<file path="src/rtl/fold_residue_reduce_pkg.sv">
`default_nettype none
// ============================================================================
// Module   : fold_residue_reduce_pkg
// Brief    : Shared widths, default modulus, FSM encoding and STEPS legality.
// Revision : 1.0
// ============================================================================
package fold_residue_reduce_pkg;

  localparam int c_in_w  = 384;
  localparam int c_mod_w = 128;
  localparam logic [c_mod_w-1:0] c_modulus = 128'h7fffffffffffffffffffffffffffffff;

  localparam logic [1:0] c_state_idle = 2'd0;
  localparam logic [1:0] c_state_run  = 2'd1;
  localparam logic [1:0] c_state_done = 2'd2;

  function automatic bit steps_legal(input int steps);
    return (steps == 1) || (steps == 2) || (steps == 4);
  endfunction

endpackage
`default_nettype wire

</file>
<file path="src/rtl/fold_residue_reduce_step.sv">
`default_nettype none
// ============================================================================
// Module   : mod_shift_sub_step
// Brief    : One restoring shift-compare-subtract step of the reduction.
// Revision : 1.0
// ============================================================================
module mod_shift_sub_step #(
  parameter int MOD_W = 128
) (
  input  logic [MOD_W:0]   rem_in,
  input  logic             bit_in,
  input  logic [MOD_W-1:0] modulus,
  output logic [MOD_W:0]   rem_out
);

  logic [MOD_W+1:0] w_shifted;
  logic             w_ge;

  assign w_shifted = {rem_in, bit_in};
  assign w_ge      = (w_shifted >= {2'b00, modulus});
  // rem_in < modulus on entry, so the shifted value is below 2*modulus and
  // a single conditional subtract restores the invariant.
  assign rem_out   = w_ge ? (MOD_W+1)'(w_shifted - {2'b00, modulus})
                          : w_shifted[MOD_W:0];

endmodule
`default_nettype wire

</file>
<file path="src/rtl/fold_residue_reduce.sv">
`default_nettype none
// ============================================================================
// Module   : fold_residue_reduce
// Brief    : Iterative modular reduction of the multiplier product, STEPS
//            dividend bits per cycle, with sticky drop flag.
// Revision : 1.0
// ============================================================================
module fold_residue_reduce
  import fold_residue_reduce_pkg::*;
#(
  parameter int               IN_W    = c_in_w,
  parameter int               MOD_W   = c_mod_w,
  parameter logic [MOD_W-1:0] MODULUS = c_modulus,
  parameter int               STEPS   = 1
) (
  input  logic             clock,
  input  logic             reset,
  input  logic             in_valid,
  input  logic [IN_W-1:0]  in_data,
  output logic             in_ready,
  output logic             out_valid,
  output logic [MOD_W-1:0] out_data,
  output logic             overflow
);

  localparam int c_iters = IN_W / STEPS;
  localparam int c_cnt_w = (c_iters > 1) ? $clog2(c_iters) : 1;
  localparam logic [c_cnt_w-1:0] c_cnt_load = c_cnt_w'(c_iters - 1);

  if (!steps_legal(STEPS) || (IN_W % STEPS) != 0 || MODULUS <= 1) begin : g_bad_params
    $error("fold_residue_reduce: illegal STEPS/IN_W/MODULUS combination");
  end

  logic [1:0]                r_state;
  logic [IN_W-1:0]           r_dividend;
  logic [MOD_W:0]            r_rem;
  logic [c_cnt_w-1:0]        r_count;
  logic                      r_out_valid;
  logic [MOD_W-1:0]          r_out_data;
  logic                      r_overflow;
  logic [STEPS:0][MOD_W:0]   w_rem_chain;
  logic                      w_ready;

  assign w_ready        = (r_state == c_state_idle);
  assign w_rem_chain[0] = r_rem;

  for (genvar k = 0; k < STEPS; k++) begin : g_step
    mod_shift_sub_step #(.MOD_W(MOD_W)) u_step (
      .rem_in  (w_rem_chain[k]),
      .bit_in  (r_dividend[IN_W-1-k]),
      .modulus (MODULUS),
      .rem_out (w_rem_chain[k+1])
    );
  end

  always_ff @(posedge clock) begin
    if (reset) begin
      r_state     <= c_state_idle;
      r_dividend  <= '0;
      r_rem       <= '0;
      r_count     <= '0;
      r_out_valid <= 1'b0;
      r_out_data  <= '0;
      r_overflow  <= 1'b0;
    end else begin
      r_out_valid <= 1'b0;
      // Upstream cannot stall, so a busy-time operand is lost and recorded.
      if (in_valid && !w_ready) begin
        r_overflow <= 1'b1;
      end
      case (r_state)
        c_state_idle: begin
          if (in_valid) begin
            r_dividend <= in_data;
            r_rem      <= '0;
            r_count    <= c_cnt_load;
            r_state    <= c_state_run;
          end
        end
        c_state_run: begin
          r_rem      <= w_rem_chain[STEPS];
          r_dividend <= r_dividend << STEPS;
          if (r_count == '0) begin
            r_state <= c_state_done;
          end else begin
            r_count <= r_count - c_cnt_w'(1);
          end
        end
        c_state_done: begin
          r_out_data  <= r_rem[MOD_W-1:0];
          r_out_valid <= 1'b1;
          r_state     <= c_state_idle;
        end
        default: r_state <= c_state_idle;
      endcase
    end
  end

  assign in_ready  = w_ready;
  assign out_valid = r_out_valid;
  assign out_data  = r_out_data;
  assign overflow  = r_overflow;

endmodule
`default_nettype wire

</file>
<file path="config.mk">
export PLATFORM = sky130hd
export DESIGN_NAME = fold_residue_reduce
export DESIGN_NICKNAME = d
export VERILOG_FILES = /design/src/rtl/fold_residue_reduce_pkg.sv /design/src/rtl/fold_residue_reduce_step.sv /design/src/rtl/fold_residue_reduce.sv
export SDC_FILE = /design/constraint.sdc
export NUM_CORES = 1
export LEC_CHECK = 0
export CAP_MARGIN = 20
export CORE_UTILIZATION = 48
export CTS_CLUSTER_SIZE = 40
export DETAILED_ROUTE_END_ITERATION = 8
export PLACE_DENSITY_LB_ADDON = 0.08
export SETUP_SLACK_MARGIN = 0.3
export SLEW_MARGIN = 20
export SYNTH_ARGS = -nofsm -noshare
export SYNTH_HDL_FRONTEND = slang
export SYNTH_SLANG_ARGS = --single-unit
</file>
<file path="constraint.sdc">
create_clock -name clock -period 2.8 [get_ports clock]
set_input_delay 0.42 -clock clock [delete_from_list [all_inputs] [get_ports clock]]
set_output_delay 0.42 -clock clock [all_outputs]
set_load 0.03 [all_outputs]
</file>
---- Word level (Yosys, flattened, before mapping) ----
Index checks and enable logic that the tools add are counted.
cells by class
  $add $sub $neg .......................... 2
  multipliers ............................. 0
  divide/modulo/power cells ............... 0
  order comparisons ....................... 1
  equality and inequality tests ........... 5
  shift-type cells ........................ 0
  multiplexer cells ....................... 12
  bitwise gates (word level) .............. 0
  reduce and logical (&&, ||, !) cells .... 8
operator list
  operator                                                               count
  one-hot mux 384 bit (2 select lines)                                   1
  2-to-1 mux 384 bit                                                     1
  2-to-1 mux 129 bit                                                     2
  one-hot mux 129 bit (2 select lines)                                   1
  greater-or-equal comparator 130 x 127 -> 1 bit, second input constant  1
  subtractor 129 x 127 -> 129 bit, second input constant                 1
  2-to-1 mux 9 bit                                                       2
  one-hot mux 9 bit (2 select lines)                                     1
  logical NOT 9 bit                                                      1
  subtractor 9 x 1 -> 9 bit, second input constant                       1
  != test 2 bit, second input constant                                   3
  2-to-1 mux 2 bit                                                       2
  one-hot mux 2 bit (2 select lines)                                     1
  AND reduction 2 bit                                                    2
  AND reduction 3 bit                                                    1
  == test 2 x 1 -> 1 bit, second input constant                          1
  == test 2 bit, second input constant                                   1
  logical NOT 2 bit                                                      1
  nonzero test 2 bit                                                     1
  logical AND 1 bit                                                      1
  logical NOT 1 bit                                                      1
  2-to-1 mux 1 bit                                                       1
word-level totals
  flip-flop bits (word level) ............. 654
  bits in latches ......................... 0
  RAM bits ................................ 0
  memory bits (read-only) ................. 0
  input port bits ......................... 387
  output and inout port bits .............. 131
  logic and storage cells ................. 35
  memories kept ........................... 0

---- Longest topological paths before layout ----
  word-level depth ........................ 3
  mapped depth ............................ 12
  depth with buffers taken out ............ 10

---- Hierarchy ----
A second synthesis with hierarchy kept.
unflattened totals
  cells, all modules ...................... 4,790
  area, all modules ....................... 35,550.3 um^2
modules (own cells, without submodules)
  module               instances  cells an instance  area an instance (um^2)  sequential area each (um^2)
  fold_residue_reduce  1          3,051              25,221.7                 13,092.6
  mod_shift_sub_step   1          1,739              10,328.7                 0.0

---- Worst setup path after synthesis ----
OpenSTA, ideal clock, no wires.
  kind .................................... register to register
  from .................................... reg r_rem[31]
  to ...................................... reg r_rem[77]
  library setup time ...................... 122 ps
  data arrival time ....................... 2,675 ps
  data required time ...................... 2,678 ps
  slack ................................... 3 ps
  cell stages (with the launch flop) ...... 12
  path buffers ............................ 3
  path through ............................ dfxtp_1 -> buf_2 -> and3_1 -> nand3_1 -> or4_1 -> nor4_2 -> a31o_2 -> buf_4 -> o21ai_1 -> buf_2 -> o311a_1 -> a221o_1
on the way
  word-level cells in the longest chain between the ends .. 3
  elaborated cells on any way between the ends .. 4
ends and longest elaborated chain
  item                                                                                                      line                                                            text
  from (decl)                                                                                               fold_residue_reduce.sv:36                                       logic [MOD_W:0] r_rem;
  from (signal assigned)                                                                                    fold_residue_reduce.sv:81                                       r_rem <= w_rem_chain[STEPS];
  subtractor 129 x 127 -> 129 bit / greater-or-equal comparator 130 x 127 -> 1 bit (equally long branches)  fold_residue_reduce_step.sv:23, fold_residue_reduce_step.sv:20
  2-to-1 mux 129 bit (*)                                                                                    fold_residue_reduce_step.sv:23                                  assign rem_out = w_ge ? (MOD_W+1)'(w_shifted - {2'b00, modulus})
  one-hot mux 129 bit (2 select lines) (*)                                                                  fold_residue_reduce.sv:71                                       case (r_state)
Mark *: on every way between the ends. The rest lies on a longest branch, timed or not.
A chain may end at the register's enable or synchronous reset.

---- Final worst setup path ----
  from .................................... reg r_rem[37]
  to ...................................... reg r_rem[105]
The elaborated chain is that of the path after synthesis.

==> metrics.cfg <==
[die]
dieArea_sq_um = 62300
die_w_microns = 250
num_rows = 90
pin_count = 518
start_util_pct = 48.7
coreArea_sq_um = 60500
die_height_microns = 250

[sta]
holdWs_ns = 0.124
fin_ws_ns = -0.0641
period_needed_ns = 2.86
fmax_ghz = 0.349
rsz0062_at_grt = yes
worst_pin_slew_ns = 1.09
clock_skew_ns = 0.0278
slew_headroom_pct = 27.5
fin_crit_sh_pct = 102
finalMaxSlewViolations = 0
finalSetupViolCount = 28
finalHoldViolations = 0

[critical_path]
end_kind = flop
crit_buf_inv = 1
crit_slowest_cell = or4_4
cp_max_fo = 8
crit_family = simple AND/OR/NAND/NOR gates
critical_path.max_stage_delay_ns = 0.46
ff2ff_path_depth = 9
rrSetupSlack_ns = -0.06
path_cells = and4_1 > nand2_2 > or4_4 > nor4_4 > a31o_4 > o21ai_2 > buf_4 > or4_1 > nand3_1
crit_arrival_ns = 3.40
worstSetupPathType = flop to flop
start_kind = flop
cp.required_ns = 3.34
reg2reg_to = r_rem[105]
timing.rr.start = r_rem[37]

[hold_path]
min_from = reset
hold_path_class = input port to flop
hold_path_end = out_data[115]
whs_path_depth = 2

[place]
place.port_buffers = 517
gp_congestion = 0.960
dp_hpwl_microns = 66700

[power]
power.total_mw = 22.5
ir_drop_mv = 0.569
p_per_area_nw_per_um2 = 550
total_leakage_power_nw = 15.6

[logic_synthesis]
synth.cell_area_sq_um = 29400
synth-seq-cells = 654
ys_seq_area_share_pct = 44.5
synth_cells = 3893
synth_edf_count = 0
synth_cell_types = 71
ys.flop_type = dfxtp_1
synth_area_per_cell_sq_um = 7.56
ys_warn_count = 0
async_reset_ff_share_pct = 0
synth_nets = 4282

[drt]
wl_met2_microns = 46200
vias_per_cell = 5.77
postRouteAntennaNets = 0
drtIter0Drc = 2622
drcViolationCount = 0
first_pass_iters = 6
vias = 30700
totalWireLength_microns = 98900
wl_per_cell_microns = 18.6
wl_met1_microns = 41400
route.top_layer_used = met5
wl_met3_microns = 7090

[cells_and_area]
drive_gt1_share_pct = 14.5
nets = 4877
fillers = 5177
synthToLayoutAreaGrowth_pct = 38.9
layout_common_cells = 1200 x nand2_1, 616 x dfxtp_1, 516 x clkdlybuf4s50_1
final_common_cell = nand2_1

[outcome]
violations = negative setup slack
run_status = finished with violations

[clock_network]
cts.path.max_buffers = 3
clockRootBuffer = clkbuf_16
path_clk_slew_ns = 0.07
cts_tree = built
cts_num_sinks = 654
clk-insertion-delay-late_ns = 0.62
holdBufCountCts = 0
h-tree-depth = 3
numCtsBuffers = 72

[grt]
grt_max_degree = 235
grt.overflow.total = 0
grtUsageTotal_pct = 30.3
antenna_found_initial = 8
grt_pass1_wl_microns = 154000
grt_pass1_vias = 28300

[run]
maxCapViolations = 0

[sequential cells by signal, indices dropped and copies added (netlist names)]
name	flops
out_data	128
r_count	9
r_dividend	384
out_valid	1
r_rem	129
r_state	2
overflow	1
[worst max-delay path by stage]
stage / slack [ns] / start / cells past startpoint / endpoint
2_1_floorplan: 0.19 / r_rem[46] / 10 / r_rem[89]
3_3_place_gp: 0.04 / r_rem[74] / 9 / r_rem[54]
3_5_place_dp: 0.03 / r_rem[74] / 9 / r_rem[45]
4_1_cts: 0.005 / r_rem[31] / 9 / r_rem[105]
5_1_grt: -0.14 / r_dividend[383] / 12 / r_rem[57]
6_report: -0.06 / r_rem[37] / 9 / r_rem[105]
[layout make-up]
| cell class | count | area, sq um | area share [%] |
|---|---|---|---|
| clock inverters | 19 | 210 | 0.514 |
| multi-input cells | 2866 | 15800 | 38.6 |
| clock buffers | 105 | 2110 | 5.16 |
| inverters | 21 | 80.1 | 0.196 |
| flip-flops and latches | 654 | 13200 | 32.2 |
| well taps | 782 | 978 | 2.39 |
| repair buffers | 873 | 8560 | 20.9 |
| diodes | 3 | 7.51 | 0.0184 |
[report_power, final]
| part | total [mW] | switching, mW | leakage, nW | internal [mW] |
|---|---|---|---|---|
| clock network | 9.42 | 3.98 | 1.14 | 5.43 |
| logic | 2.80 | 1.55 | 9.05 | 1.25 |
| registers | 10.3 | 0.324 | 5.39 | 9.93 |
[synthesized netlist by cell type, types with 21 or more instances]
library cell / number / area [sq um]
a21oi_1: 161 / 806
a311oi_1: 383 / 3350
and3_1: 33 / 206
clkbuf_1: 313 / 1170
dfxtp_1: 654 / 13100
nand2_1: 1205 / 4520
nand3_1: 117 / 586
nand4_1: 57 / 357
nor2_1: 467 / 1750
nor3_1: 46 / 230
nor4_1: 26 / 163
o211ai_1: 53 / 398
o21ai_0: 45 / 225
or3_1: 21 / 131
or4_1: 57 / 428
xnor2_1: 26 / 228
[repair_timing]
action,4_1_cts,5_1_grt
setup buffers,48,11
gates cloned,5,2
gates resized for setup,107,102
endpoints found under the setup margin,116,130
hold endpoints to repair,0,0
pin swaps,103,58
[metal layers]
layer  GRT usage, %  vias to the layer above
met4           12.5                        8
li1               -                    14900
met5              0                        -
met3           5.88                      282
met1           39.0                    14400
met2           49.5                     1098
[cell families after synthesis]
logic type,count (synthesis),share of synthesized area (%)
xor+xnor,43,1.28
compound gates,733,19.0
fa+ha+maj,2,0.0850
simple gates,2087,30.3
mux,1,0.0340
buf+inv,373,4.85
flops,654,44.5
[metrics by stage]
| stage | utilization (%) | instance area [sq um] | setup slack, ns | setup TNS [ns] | std cells |
|---|---|---|---|---|---|
| 2_1_floorplan | - | 29700 | 0.193 | 0 | 3893 |
| 3_3_place_gp | 61.3 | 37100 | 0.0374 | 0 | 5130 |
| 3_5_place_dp | 61.3 | 37100 | 0.0254 | 0 | 5130 |
| 4_1_cts | 66.7 | 40300 | 0.00487 | 0 | 5307 |
| 5_1_grt | 67.6 | 40900 | -0.143 | -6.34 | 5323 |
| 6_report | 67.6 | 40900 | -0.0641 | -0.533 | 5323 |
No activity file was read; power rests on OpenSTA's default activity.
